==> src/rtl/execute_mc.sv <==
// -----------------------------------------------------------------------------
// execute_mc -- Y86-64 execute stage with a multi-cycle shift-add multiplier.
//
// Purpose:
//   Accepts one decoded instruction per issue handshake, runs the ALU and
//   condition logic, and presents a registered result behind a valid/ready
//   handshake. Single-cycle operations present on the edge after acceptance.
//   mulq (when built in) runs one multiplier bit per cycle and presents
//   DATA_W+1 cycles after acceptance.
//
// Configuration macro:
//   EXECUTE_MC_MULQ_EN -- when defined, builds in the MUL state and mulq
//                         (OPq ifun 4). When undefined, mulq decodes as an
//                         invalid instruction (stat INS).
//
// Ports:
//   clk_i, rst_n_i             clock, synchronous active-low reset
//   in_valid_i / in_ready_o    issue handshake
//   icode_i, ifun_i            instruction code / function
//   valA_i, valB_i, valC_i     operands
//   dstE_i                     requested destination register
//   m_stat_i, W_stat_i         downstream status (gates CC update)
//   flush_i                    kills in-flight and presented work
//   out_valid_o / out_ready_i  result handshake
//   valE_o, dstE_o, cnd_o,
//   icode_o, stat_o            registered result fields
//   cc_o                       architectural condition codes {ZF,SF,OF}
// -----------------------------------------------------------------------------
module execute_mc #(
    parameter int DATA_W = 64,
    parameter int REG_W  = 4
) (
    input  logic              clk_i,
    input  logic              rst_n_i,
    input  logic              in_valid_i,
    output logic              in_ready_o,
    input  logic [3:0]        icode_i,
    input  logic [3:0]        ifun_i,
    input  logic [DATA_W-1:0] valA_i,
    input  logic [DATA_W-1:0] valB_i,
    input  logic [DATA_W-1:0] valC_i,
    input  logic [REG_W-1:0]  dstE_i,
    input  logic [2:0]        m_stat_i,
    input  logic [2:0]        W_stat_i,
    input  logic              flush_i,
    output logic              out_valid_o,
    input  logic              out_ready_i,
    output logic [DATA_W-1:0] valE_o,
    output logic [REG_W-1:0]  dstE_o,
    output logic              cnd_o,
    output logic [3:0]        icode_o,
    output logic [2:0]        stat_o,
    output logic [2:0]        cc_o
);

    localparam logic [REG_W-1:0]  RNONE = '1;
    localparam logic [DATA_W-1:0] POS8  = DATA_W'(8);
    localparam logic [DATA_W-1:0] NEG8  = DATA_W'(-8);

    localparam logic [3:0] I_HALT = 4'h0, I_NOP = 4'h1, I_RRMOVQ = 4'h2,
                           I_IRMOVQ = 4'h3, I_RMMOVQ = 4'h4, I_MRMOVQ = 4'h5,
                           I_OPQ = 4'h6, I_JXX = 4'h7, I_CALL = 4'h8,
                           I_RET = 4'h9, I_PUSHQ = 4'hA, I_POPQ = 4'hB;

    localparam logic [3:0] F_ADD = 4'd0, F_SUB = 4'd1, F_AND = 4'd2, F_XOR = 4'd3;

    localparam logic [2:0] S_BUB = 3'd0, S_AOK = 3'd1, S_INS = 3'd3;

`ifdef EXECUTE_MC_MULQ_EN
    localparam logic [3:0] F_MUL  = 4'd4;
    localparam logic [3:0] F_LAST = 4'd4;
    localparam int         CNT_W  = $clog2(DATA_W) + 1;

    typedef enum logic [1:0] {IDLE, MUL, HOLD} state_t;

    state_t              state_q, state_d;
    logic [DATA_W-1:0]   mcand_q, mcand_d;
    logic [DATA_W-1:0]   mplier_q, mplier_d;
    logic [CNT_W-1:0]    cnt_q, cnt_d;
    logic                is_mul;
`else
    localparam logic [3:0] F_LAST = 4'd3;
`endif

    logic                out_valid_q, out_valid_d;
    logic [DATA_W-1:0]   val_e_q, val_e_d;
    logic [REG_W-1:0]    dst_e_q, dst_e_d;
    logic                cnd_q, cnd_d;
    logic [3:0]          icode_q, icode_d;
    logic [2:0]          stat_q, stat_d;
    logic [2:0]          cc_q, cc_d;

    logic                accept, instr_ok, is_opq, down_ok, cond_true, cnd_new;
    logic                sf_xor_of, alu_of;
    logic [3:0]          alu_fun;
    logic [DATA_W-1:0]   alu_a, alu_b, alu_res;
    logic [REG_W-1:0]    dst_new;

`ifdef EXECUTE_MC_MULQ_EN
    assign in_ready_o = (state_q == IDLE) && (!out_valid_q || out_ready_i) && !flush_i;
    assign is_mul     = (icode_i == I_OPQ) && (ifun_i == F_MUL);
`else
    assign in_ready_o = (!out_valid_q || out_ready_i) && !flush_i;
`endif

    assign accept  = in_valid_i && in_ready_o;
    assign is_opq  = (icode_i == I_OPQ);
    // A faulting instruction further down the pipe must not see flags from
    // younger work.
    assign down_ok = !(m_stat_i inside {3'd2, 3'd3, 3'd4}) &&
                     !(W_stat_i inside {3'd2, 3'd3, 3'd4});

    // Branch/move condition from the flags currently held (i.e. at acceptance).
    always_comb begin
        sf_xor_of = cc_q[1] ^ cc_q[0];
        case (ifun_i)
            4'd0:    cond_true = 1'b1;
            4'd1:    cond_true = sf_xor_of || cc_q[2];
            4'd2:    cond_true = sf_xor_of;
            4'd3:    cond_true = cc_q[2];
            4'd4:    cond_true = !cc_q[2];
            4'd5:    cond_true = !sf_xor_of;
            4'd6:    cond_true = !sf_xor_of && !cc_q[2];
            default: cond_true = 1'b0;
        endcase
        cnd_new = ((icode_i == I_RRMOVQ) || (icode_i == I_JXX)) ? cond_true : 1'b1;
        dst_new = ((icode_i == I_RRMOVQ) && !cond_true) ? RNONE : dstE_i;
    end

    // Operand selection and instruction validity.
    always_comb begin
        instr_ok = 1'b1;
        alu_a    = '0;
        alu_b    = '0;
        alu_fun  = F_ADD;
        case (icode_i)
            I_HALT, I_NOP: ;
            I_RRMOVQ: begin
                alu_a    = valA_i;
                instr_ok = (ifun_i <= 4'd6);
            end
            I_IRMOVQ: alu_a = valC_i;
            I_RMMOVQ, I_MRMOVQ: begin
                alu_a = valC_i;
                alu_b = valB_i;
            end
            I_OPQ: begin
                alu_a    = valA_i;
                alu_b    = valB_i;
                alu_fun  = ifun_i;
                instr_ok = (ifun_i <= F_LAST);
            end
            I_JXX: instr_ok = (ifun_i <= 4'd6);
            I_CALL, I_PUSHQ: begin
                alu_a = NEG8;
                alu_b = valB_i;
            end
            I_RET, I_POPQ: begin
                alu_a = POS8;
                alu_b = valB_i;
            end
            default: instr_ok = 1'b0;
        endcase
    end

    // Single-cycle ALU; invalid instructions produce zero.
    always_comb begin
        alu_res = alu_b + alu_a;
        alu_of  = (alu_a[DATA_W-1] == alu_b[DATA_W-1]) &&
                  (alu_res[DATA_W-1] != alu_a[DATA_W-1]);
        case (alu_fun)
            F_SUB: begin
                alu_res = alu_b - alu_a;
                alu_of  = (alu_a[DATA_W-1] != alu_b[DATA_W-1]) &&
                          (alu_res[DATA_W-1] != alu_b[DATA_W-1]);
            end
            F_AND: begin
                alu_res = alu_b & alu_a;
                alu_of  = 1'b0;
            end
            F_XOR: begin
                alu_res = alu_b ^ alu_a;
                alu_of  = 1'b0;
            end
            default: ;
        endcase
        if (!instr_ok) begin
            alu_res = '0;
        end
    end

    // Next-state logic: output handshake, result capture, CC update and the
    // multiplier sequence. Flush overrides everything at the end.
    always_comb begin
        out_valid_d = out_valid_q;
        val_e_d     = val_e_q;
        dst_e_d     = dst_e_q;
        cnd_d       = cnd_q;
        icode_d     = icode_q;
        stat_d      = stat_q;
        cc_d        = cc_q;
`ifdef EXECUTE_MC_MULQ_EN
        state_d     = state_q;
        mcand_d     = mcand_q;
        mplier_d    = mplier_q;
        cnt_d       = cnt_q;
`endif
        if (out_valid_q && out_ready_i) begin
            out_valid_d = 1'b0;
        end
        if (accept) begin
            dst_e_d = dst_new;
            cnd_d   = cnd_new;
            icode_d = icode_i;
            stat_d  = instr_ok ? S_AOK : S_INS;
`ifdef EXECUTE_MC_MULQ_EN
            if (is_mul) begin
                // The product accumulates directly in the result register.
                state_d  = MUL;
                val_e_d  = '0;
                mcand_d  = valB_i;
                mplier_d = valA_i;
                cnt_d    = '0;
            end else begin
`endif
                out_valid_d = 1'b1;
                val_e_d     = alu_res;
                if (is_opq && instr_ok && down_ok) begin
                    cc_d = {alu_res == '0, alu_res[DATA_W-1], alu_of};
                end
`ifdef EXECUTE_MC_MULQ_EN
            end
`endif
        end
`ifdef EXECUTE_MC_MULQ_EN
        case (state_q)
            MUL: begin
                if (cnt_q == CNT_W'(DATA_W)) begin
                    state_d     = HOLD;
                    out_valid_d = 1'b1;
                    if (down_ok) begin
                        cc_d = {val_e_q == '0, val_e_q[DATA_W-1], 1'b0};
                    end
                end else begin
                    if (mplier_q[0]) begin
                        val_e_d = val_e_q + mcand_q;
                    end
                    mcand_d  = mcand_q << 1;
                    mplier_d = mplier_q >> 1;
                    cnt_d    = cnt_q + CNT_W'(1);
                end
            end
            HOLD: begin
                if (out_ready_i) begin
                    state_d = IDLE;
                end
            end
            default: ;
        endcase
`endif
        if (flush_i) begin
`ifdef EXECUTE_MC_MULQ_EN
            state_d = IDLE;
`endif
            out_valid_d = 1'b0;
            cc_d        = cc_q;
        end
    end

    // State register with synchronous active-low reset.
    always_ff @(posedge clk_i) begin
        if (!rst_n_i) begin
            out_valid_q <= 1'b0;
            val_e_q     <= '0;
            dst_e_q     <= RNONE;
            cnd_q       <= 1'b0;
            icode_q     <= I_HALT;
            stat_q      <= S_BUB;
            cc_q        <= 3'b100;
`ifdef EXECUTE_MC_MULQ_EN
            state_q     <= IDLE;
            mcand_q     <= '0;
            mplier_q    <= '0;
            cnt_q       <= '0;
`endif
        end else begin
            out_valid_q <= out_valid_d;
            val_e_q     <= val_e_d;
            dst_e_q     <= dst_e_d;
            cnd_q       <= cnd_d;
            icode_q     <= icode_d;
            stat_q      <= stat_d;
            cc_q        <= cc_d;
`ifdef EXECUTE_MC_MULQ_EN
            state_q     <= state_d;
            mcand_q     <= mcand_d;
            mplier_q    <= mplier_d;
            cnt_q       <= cnt_d;
`endif
        end
    end

    assign out_valid_o = out_valid_q;
    assign valE_o      = val_e_q;
    assign dstE_o      = dst_e_q;
    assign cnd_o       = cnd_q;
    assign icode_o     = icode_q;
    assign stat_o      = stat_q;
    assign cc_o        = cc_q;

endmodule

==> config.mk <==
export PLATFORM = sky130hd
export DESIGN_NAME = execute_mc
export DESIGN_NICKNAME = d
export VERILOG_FILES = /design/src/rtl/execute_mc.sv
export SDC_FILE = /design/constraint.sdc
export NUM_CORES = 1
export LEC_CHECK = 0
export ABC_AREA = 1
export CORE_ASPECT_RATIO = 1.5
export CORE_MARGIN = 8
export CORE_UTILIZATION = 40
export CTS_CLUSTER_SIZE = 20
export DETAILED_ROUTE_END_ITERATION = 8
export GPL_ROUTABILITY_DRIVEN = 0
export GPL_TIMING_DRIVEN = 0
export HOLD_SLACK_MARGIN = 0.1
export MAX_ROUTING_LAYER = met4
export PLACE_DENSITY_LB_ADDON = 0.08
export SYNTH_ARGS = -nofsm -noshare
export SYNTH_HDL_FRONTEND = slang
export SYNTH_SLANG_ARGS = --single-unit
==> constraint.sdc <==
create_clock -name clk_i -period 5.53 [get_ports clk_i]
set_input_delay 0.8295 -clock clk_i [delete_from_list [all_inputs] [get_ports clk_i]]
set_output_delay 0.8295 -clock clk_i [all_outputs]
set_load 0.05 [all_outputs]
==> flow_summary.yaml, run 1 <==
detailed_routing:
  post_drt_wl_per_cell_um: 22.0
  routed-via-count: 24100
  drtAntennaViolNets: 0
  viasPerCell: 5.58
  drc_errors: 0
  dr.pass1.iters: 9
  drtIter0Drc: 2630
  routed_wl_um: 94900
global_routing:
  grt_max_degree: 15
  globalRouteTotalUtil_pct: 37.1
  grt_pass1_vias: 23400
  busiest_layer: "met2"
  grt_pass1_wl_um: 139000
  use_met1_pct: 35.7
  grt_util_met3_pct: 7.40
  grt.overflow.total: 0
  grt_use_met2_pct: 62.1
  antenna_found_initial: 1
flow_run:
  drv_cap: 0
power_and_ir_drop:
  p_switching_mw: 2.00
  comb_power_share_pct: 66.9
  p_int_mw: 1.76
  ir_worst_vdd_mv: 0.154
  seqPwrFrac_pct: 16.7
  p_sw_share_pct: 53.2
  leakage_nw: 11.5
  powerDensity_mw_per_mm2: 172
  power.share.clock_pct: 16.4
setup_path:
  r2r_cells: 15
  crit_path_start: "icode_i[2]"
  crit_fanout: 17
  startpoint_type: "primary input"
  path_class: "primary input to flop"
  crit_end: "cc_o[2]"
  critPathSlowestCell: "clkdlybuf4s50_1"
  crit_top_cell: "nand2_1"
  required_ns: 5.81
  r2r-end: "cc_o[2]"
  reg2reg_from: "out_valid_o"
  end_kind: "flop"
  ff2ff_setup_slack_ns: 3.03
  cp.arrival_ns: 5.75
  critPathMaxStageDelay_ns: 0.50
floorplan:
  fp.dieW_um: 187
  die_h_um: 272
  core_mm2: 0.0435
  dieArea_mm2: 0.0508
  num_rows: 94
  io_pins: 296
  start_util_pct: 40.2
yosys:
  synth_fa_ha_area_share_pct: 9.45
  syn-num-nets: 3759
  synthTopCellsByCount: "nand2_1 (984), inv_1 (607), nor2_1 (411)"
  yosys.area_share.simple_pct: 45.1
  syn_area_mm2: 0.0175
  synth_ff_type: "dfxtp_1"
  yosys_warnings: 0
  yosys-top-cells-area: "nand2_1 (21%), inv_1 (13%), ha_1 (9.2%)"
  synth_top_family_by_area: "simple AND/OR/NAND/NOR gates"
  syn_avg_cell_area_um2: 5.13
  post-synth-top-count-cell: "nand2_1"
  seq_area_frac_synth_pct: 9.04
  synth.mux.area_fraction_pct: 0
  synth_compound_area_share_pct: 19.6
  ys_types: 51
  yosysTopAreaCellShare_pct: 21.1
  async_reset_ff_share_pct: 0
  yosysTopAreaCell: "nand2_1"
  synth_edf_count: 0
  ys_seq_elements: 79
  syn_inst: 3413
  synth-xor-area-share_pct: 0.400
timing:
  fin_crit_ns: 5.47
  worstMarginPinSlew_ns: 0.925
  period_share_pct: 98.8
  finClkSkew_ns: 0.00766
  slew_viol_final: 0
  fmax_mhz: 183
  max_slew_margin_pct: 38.3
  finalHoldViolCount: 0
  finalSetupViolCount: 0
  tns_ns: 0
finish:
  nNetsFinal: 4077
  diodes: 0
  drive_gt1_share_pct: 5.11
  final_cells: 4312
  areaGrowthSynthToFinish_pct: 25.1
placed_design:
  dp_hpwl_um: 78500
  dp_cells: 4284
  io_buffers: 292
run_status:
  status: "finished, final reports clean"
clock_tree:
  cts.sinks: 79
  clock_latency_ns: 0.34
  htree_num_levels: 3
  cts_made_buffers: 9
  cts.path.max_buffers: 2
  cts.hold.buffers_added: 0
  cts_tree: "done"
  root_buffer: "clkbuf_16"
  clk_pin_slew_ns: 0.06
min_path:
  hold_class: "flop to flop"
metal layers:
layer / part of all wire [%] / up-vias / wire length [um]
li1: - / 11500 / -
met1: 33 / 10700 / 31600
met2: 47 / 1357 / 44400
met3: 8.4 / 504 / 8020
met4: 11 / 0 / 10900
met5: 0 / - / 0
power groups by stage:
| stage | Clock [mW] | Sequential, mW | Combinational, mW |
|---|---|---|---|
| after floorplan | 0 | 0.766 | 1.36 |
| after global placement | 0 | 0.640 | 2.34 |
| after detailed placement | 0 | 0.640 | 2.35 |
| after CTS | 0.621 | 0.628 | 2.37 |
| after global routing | 0.653 | 0.632 | 2.71 |
| final | 0.618 | 0.628 | 2.52 |
layout make-up:
class                      count  area, um2
fill                        5038      21600
multi-input combinational   2595      13200
timing repair buffer         308       3110
inverter                     625       2370
sequential                    79       1580
tap                          576        721
buffer                       113        562
clock buffer                  10        239
clock inverter                 6       68.8
repair_timing:
| action | in CTS | in global routing |
|---|---|---|
| buffers inserted | 2 | 11 |
| endpoints found under the hold margin | 0 | 0 |
| gates resized for setup | 15 | 84 |
| setup endpoints to repair | 10 | 16 |
| pin swaps | 0 | 2 |
metrics by stage:
stage               hold slack [ns]  setup slack (ns)  cell area (um2)  power (mW)  utilization, %
floorplan                     0.745              1.67            17500        2.13               -
global placement              0.450             -1.87            21100        2.98            48.6
detailed placement            0.460            -0.864            21200        2.99            48.8
CTS                           0.475           0.00378            21600        3.62            49.6
global route                  0.499            -0.192            21900        3.99            50.3
finish                        0.478            0.0646            21900        3.76            50.3
critical path, delay by kind of cell:
family,cells,cell delay [ns]
simple gates,20,2.55
buf+inv,7,1.73
compound gates,1,0.31
fa+ha+maj,1,0.28
cells by family after synthesis:
logic type	count (synthesis)
XOR/XNOR	8
adder cells (fa/ha/maj)	131
AND/OR/NAND/NOR	1878
AO/OA/AOI/OAI	577
flip-flops	79
other	1
buffers and inverters	739
worst min path at each step:
stage / startpoint / end / slack (ns) / cells past startpoint
after global routing: stat_o[0] / stat_o[0] / 0.50 / 1
final: stat_o[0] / stat_o[0] / 0.48 / 1
after CTS: stat_o[0] / stat_o[0] / 0.48 / 1
after floorplan: stat_o[0] / stat_o[0] / 0.75 / 1
after detailed placement: stat_o[0] / stat_o[0] / 0.46 / 1
after global placement: stat_o[0] / stat_o[0] / 0.45 / 1
sequential cells by signal, indices dropped and copies added, names as in the netlist:
register and cells:
stat_o 2, valE_o 64, icode_o 4, cc_o 3, out_valid_o 1, dstE_o 4
cnd_o 1
placed cells by master (no fill, tap or decap), types with 38 or more instances in the layout:
cell and count:
a22oi_1 63, clkdlybuf4s50_1 289, ha_1 115, buf_2 39, inv_1 599, nor2_1 403
a221oi_1 48, o21ai_0 145, nand2_1 980, nand4_1 48, clkbuf_1 38, dfxtp_1 79
nand3_1 313, a21oi_1 225, and2_1 61
No activity file was read; power rests on OpenSTA's default activity.
==> run 2: changes to the inputs <==
--- a/config.mk
+++ b/config.mk
@@ -11,11 +11,11 @@
 export CORE_UTILIZATION = 40
 export CTS_CLUSTER_SIZE = 20
 export DETAILED_ROUTE_END_ITERATION = 8
-export GPL_ROUTABILITY_DRIVEN = 0
 export GPL_TIMING_DRIVEN = 0
 export HOLD_SLACK_MARGIN = 0.1
 export MAX_ROUTING_LAYER = met4
 export PLACE_DENSITY_LB_ADDON = 0.08
+export SLEW_MARGIN = 40
 export SYNTH_ARGS = -nofsm -noshare
 export SYNTH_HDL_FRONTEND = slang
 export SYNTH_SLANG_ARGS = --single-unit
==> run 2 against run 1 <==
Against the previous run:
- first-iteration DRC count down 16%
- global-route usage up 2.8 points
- setup slack improved by 0.20 ns
- critical endpoint unchanged
- highest routed layer unchanged
==> flow_summary.yaml, run 2 (same netlist as run 1, synthesis figures left out) <==
run_status:
  status: "finished, final reports clean"
setup_path:
  required_ns: 5.76
  path_class: "primary input to flop"
  crit_fanout: 10
  ff2ff_setup_slack_ns: 2.87
  reg2reg_from: "out_valid_o"
  critPathSlowestCell: "ha_2"
  r2r_cells: 15
  crit_cells: 28
  crit_path_start: "icode_i[3]"
  critPathMaxStageDelay_ns: 0.44
  end_kind: "flop"
  crit_end: "cc_o[2]"
  cp.arrival_ns: 5.50
  path_delay_family: "simple AND/OR/NAND/NOR gates"
  startpoint_type: "primary input"
  r2r-end: "cc_o[2]"
  cp_num_buf_inv: 9
clock_tree:
  clock_latency_ns: 0.34
  cts.hold.buffers_added: 0
  htree_num_levels: 3
  cts.path.max_buffers: 2
  cts_tree: "done"
  root_buffer: "clkbuf_16"
  cts.sinks: 79
  cts_made_buffers: 9
  clk_pin_slew_ns: 0.07
finish:
  drive_gt1_share_pct: 5.33
  final_cells: 4309
  largest_reg_flops: 64
  final_common_cell: "nand2_1"
  areaGrowthSynthToFinish_pct: 25.1
  mostFrequentLayoutCells: "nand2_1 (982), inv_1 (599), nor2_1 (401)"
  final_core_utilization_pct: 50.3
  fillCellCount: 4998
  diodes: 0
  nNetsFinal: 4074
min_path:
  hold_class: "flop to flop"
timing:
  slew_viol_final: 0
  fmax_mhz: 190
  finClkSkew_ns: 0.00572
  rsz0062_at_grt: "no"
  period_share_pct: 95.2
  holdWs_ns: 0.476
  finalHoldViolCount: 0
  worstMarginPinSlew_ns: 0.940
  fin_crit_ns: 5.27
  layout_setup_ws_ns: 0.264
  max_slew_margin_pct: 37.3
  finalSetupViolCount: 0
global_routing:
  grt_max_degree: 18
  antenna_found_initial: 0
  busiest_layer: "met2"
  grt_use_met2_pct: 68.7
  globalRouteTotalUtil_pct: 39.8
  grt_pass1_wl_um: 147000
  use_met1_pct: 38.4
  grt.overflow.total: 0
  grt_util_met3_pct: 4.57
  grt_pass1_vias: 23400
power_and_ir_drop:
  total_power_mw: 3.79
  leakage_nw: 11.5
  powerDensity_mw_per_mm2: 173
  ir_worst_vdd_mv: 0.167
placed_design:
  dp_cells: 4284
  place_ws_ns: -1.02
  dp_hpwl_um: 87600
  gp_congestion: 1.09
  io_buffers: 292
detailed_routing:
  viasPerCell: 5.57
  routed_wl_um: 103000
  drc_errors: 0
  drtIter0Drc: 2217
  post_drt_wl_per_cell_um: 23.8
  drtAntennaViolNets: 0
  routed-via-count: 24000
  dr.pass1.iters: 6
floorplan:
  num_rows: 94
  io_pins: 296
  core_mm2: 0.0435
  dieArea_mm2: 0.0508
  fp.dieW_um: 187
  die_h_um: 272
  start_util_pct: 40.2
flow_run:
  drv_cap: 0
==> run 2: how the worst min path moves through the flow <==
stage               slack, ns  cells after the start         to       from
floorplan                0.75                      1  stat_o[0]  stat_o[0]
global placement         0.45                      1  stat_o[0]  stat_o[0]
detailed placement       0.46                      1  stat_o[0]  stat_o[0]
CTS                      0.48                      1  stat_o[0]  stat_o[0]
global route             0.51                      1  stat_o[0]  stat_o[0]
finish                   0.48                      1  stat_o[0]  stat_o[0]
==> run 2: what timing repair did <==
item | in CTS | in global routing
gates resized for setup | 21 | 87
setup buffers | 6 | 4
hold endpoints to repair | 0 | 0
endpoints found under the setup margin | 28 | 14
==> run 2: final cells by class <==
cell class	count	area, um2	area share, %
Sequential cell	79	1580	7.22
Inverter	625	2370	10.8
Buffer	113	559	2.55
Clock buffer	10	239	1.09
Timing Repair Buffer	305	3080	14.1
Multi-Input combinational cell	2595	13300	60.6
Tap cell	576	721	3.29
Clock inverter	6	68.8	0.314
==> run 2: through the flow <==
stage	instance area, um2	TNS [ns]
6_report	21900	0
5_1_grt	21900	0
4_1_cts	21700	0
3_5_place_dp	21200	-19.16
3_3_place_gp	21100	-75.98
2_1_floorplan	17500	0
==> run 2: where the power goes <==
| part | leakage [nW] | internal, mW | switching [mW] | total [mW] |
|---|---|---|---|---|
| Clock | 0.149 | 0.364 | 0.245 | 0.610 |
| Combinational | 10.7 | 0.786 | 1.77 | 2.55 |
| Sequential | 0.650 | 0.607 | 0.0196 | 0.627 |
| Total | 11.5 | 1.76 | 2.03 | 3.79 |
==> run 2: metal layers <==
metal	part of all wire (%)	vias to the layer above
met2	48	1194
met3	6.1	460
met4	12	0
met5	0	-
li1	-	11500
met1	34	10800
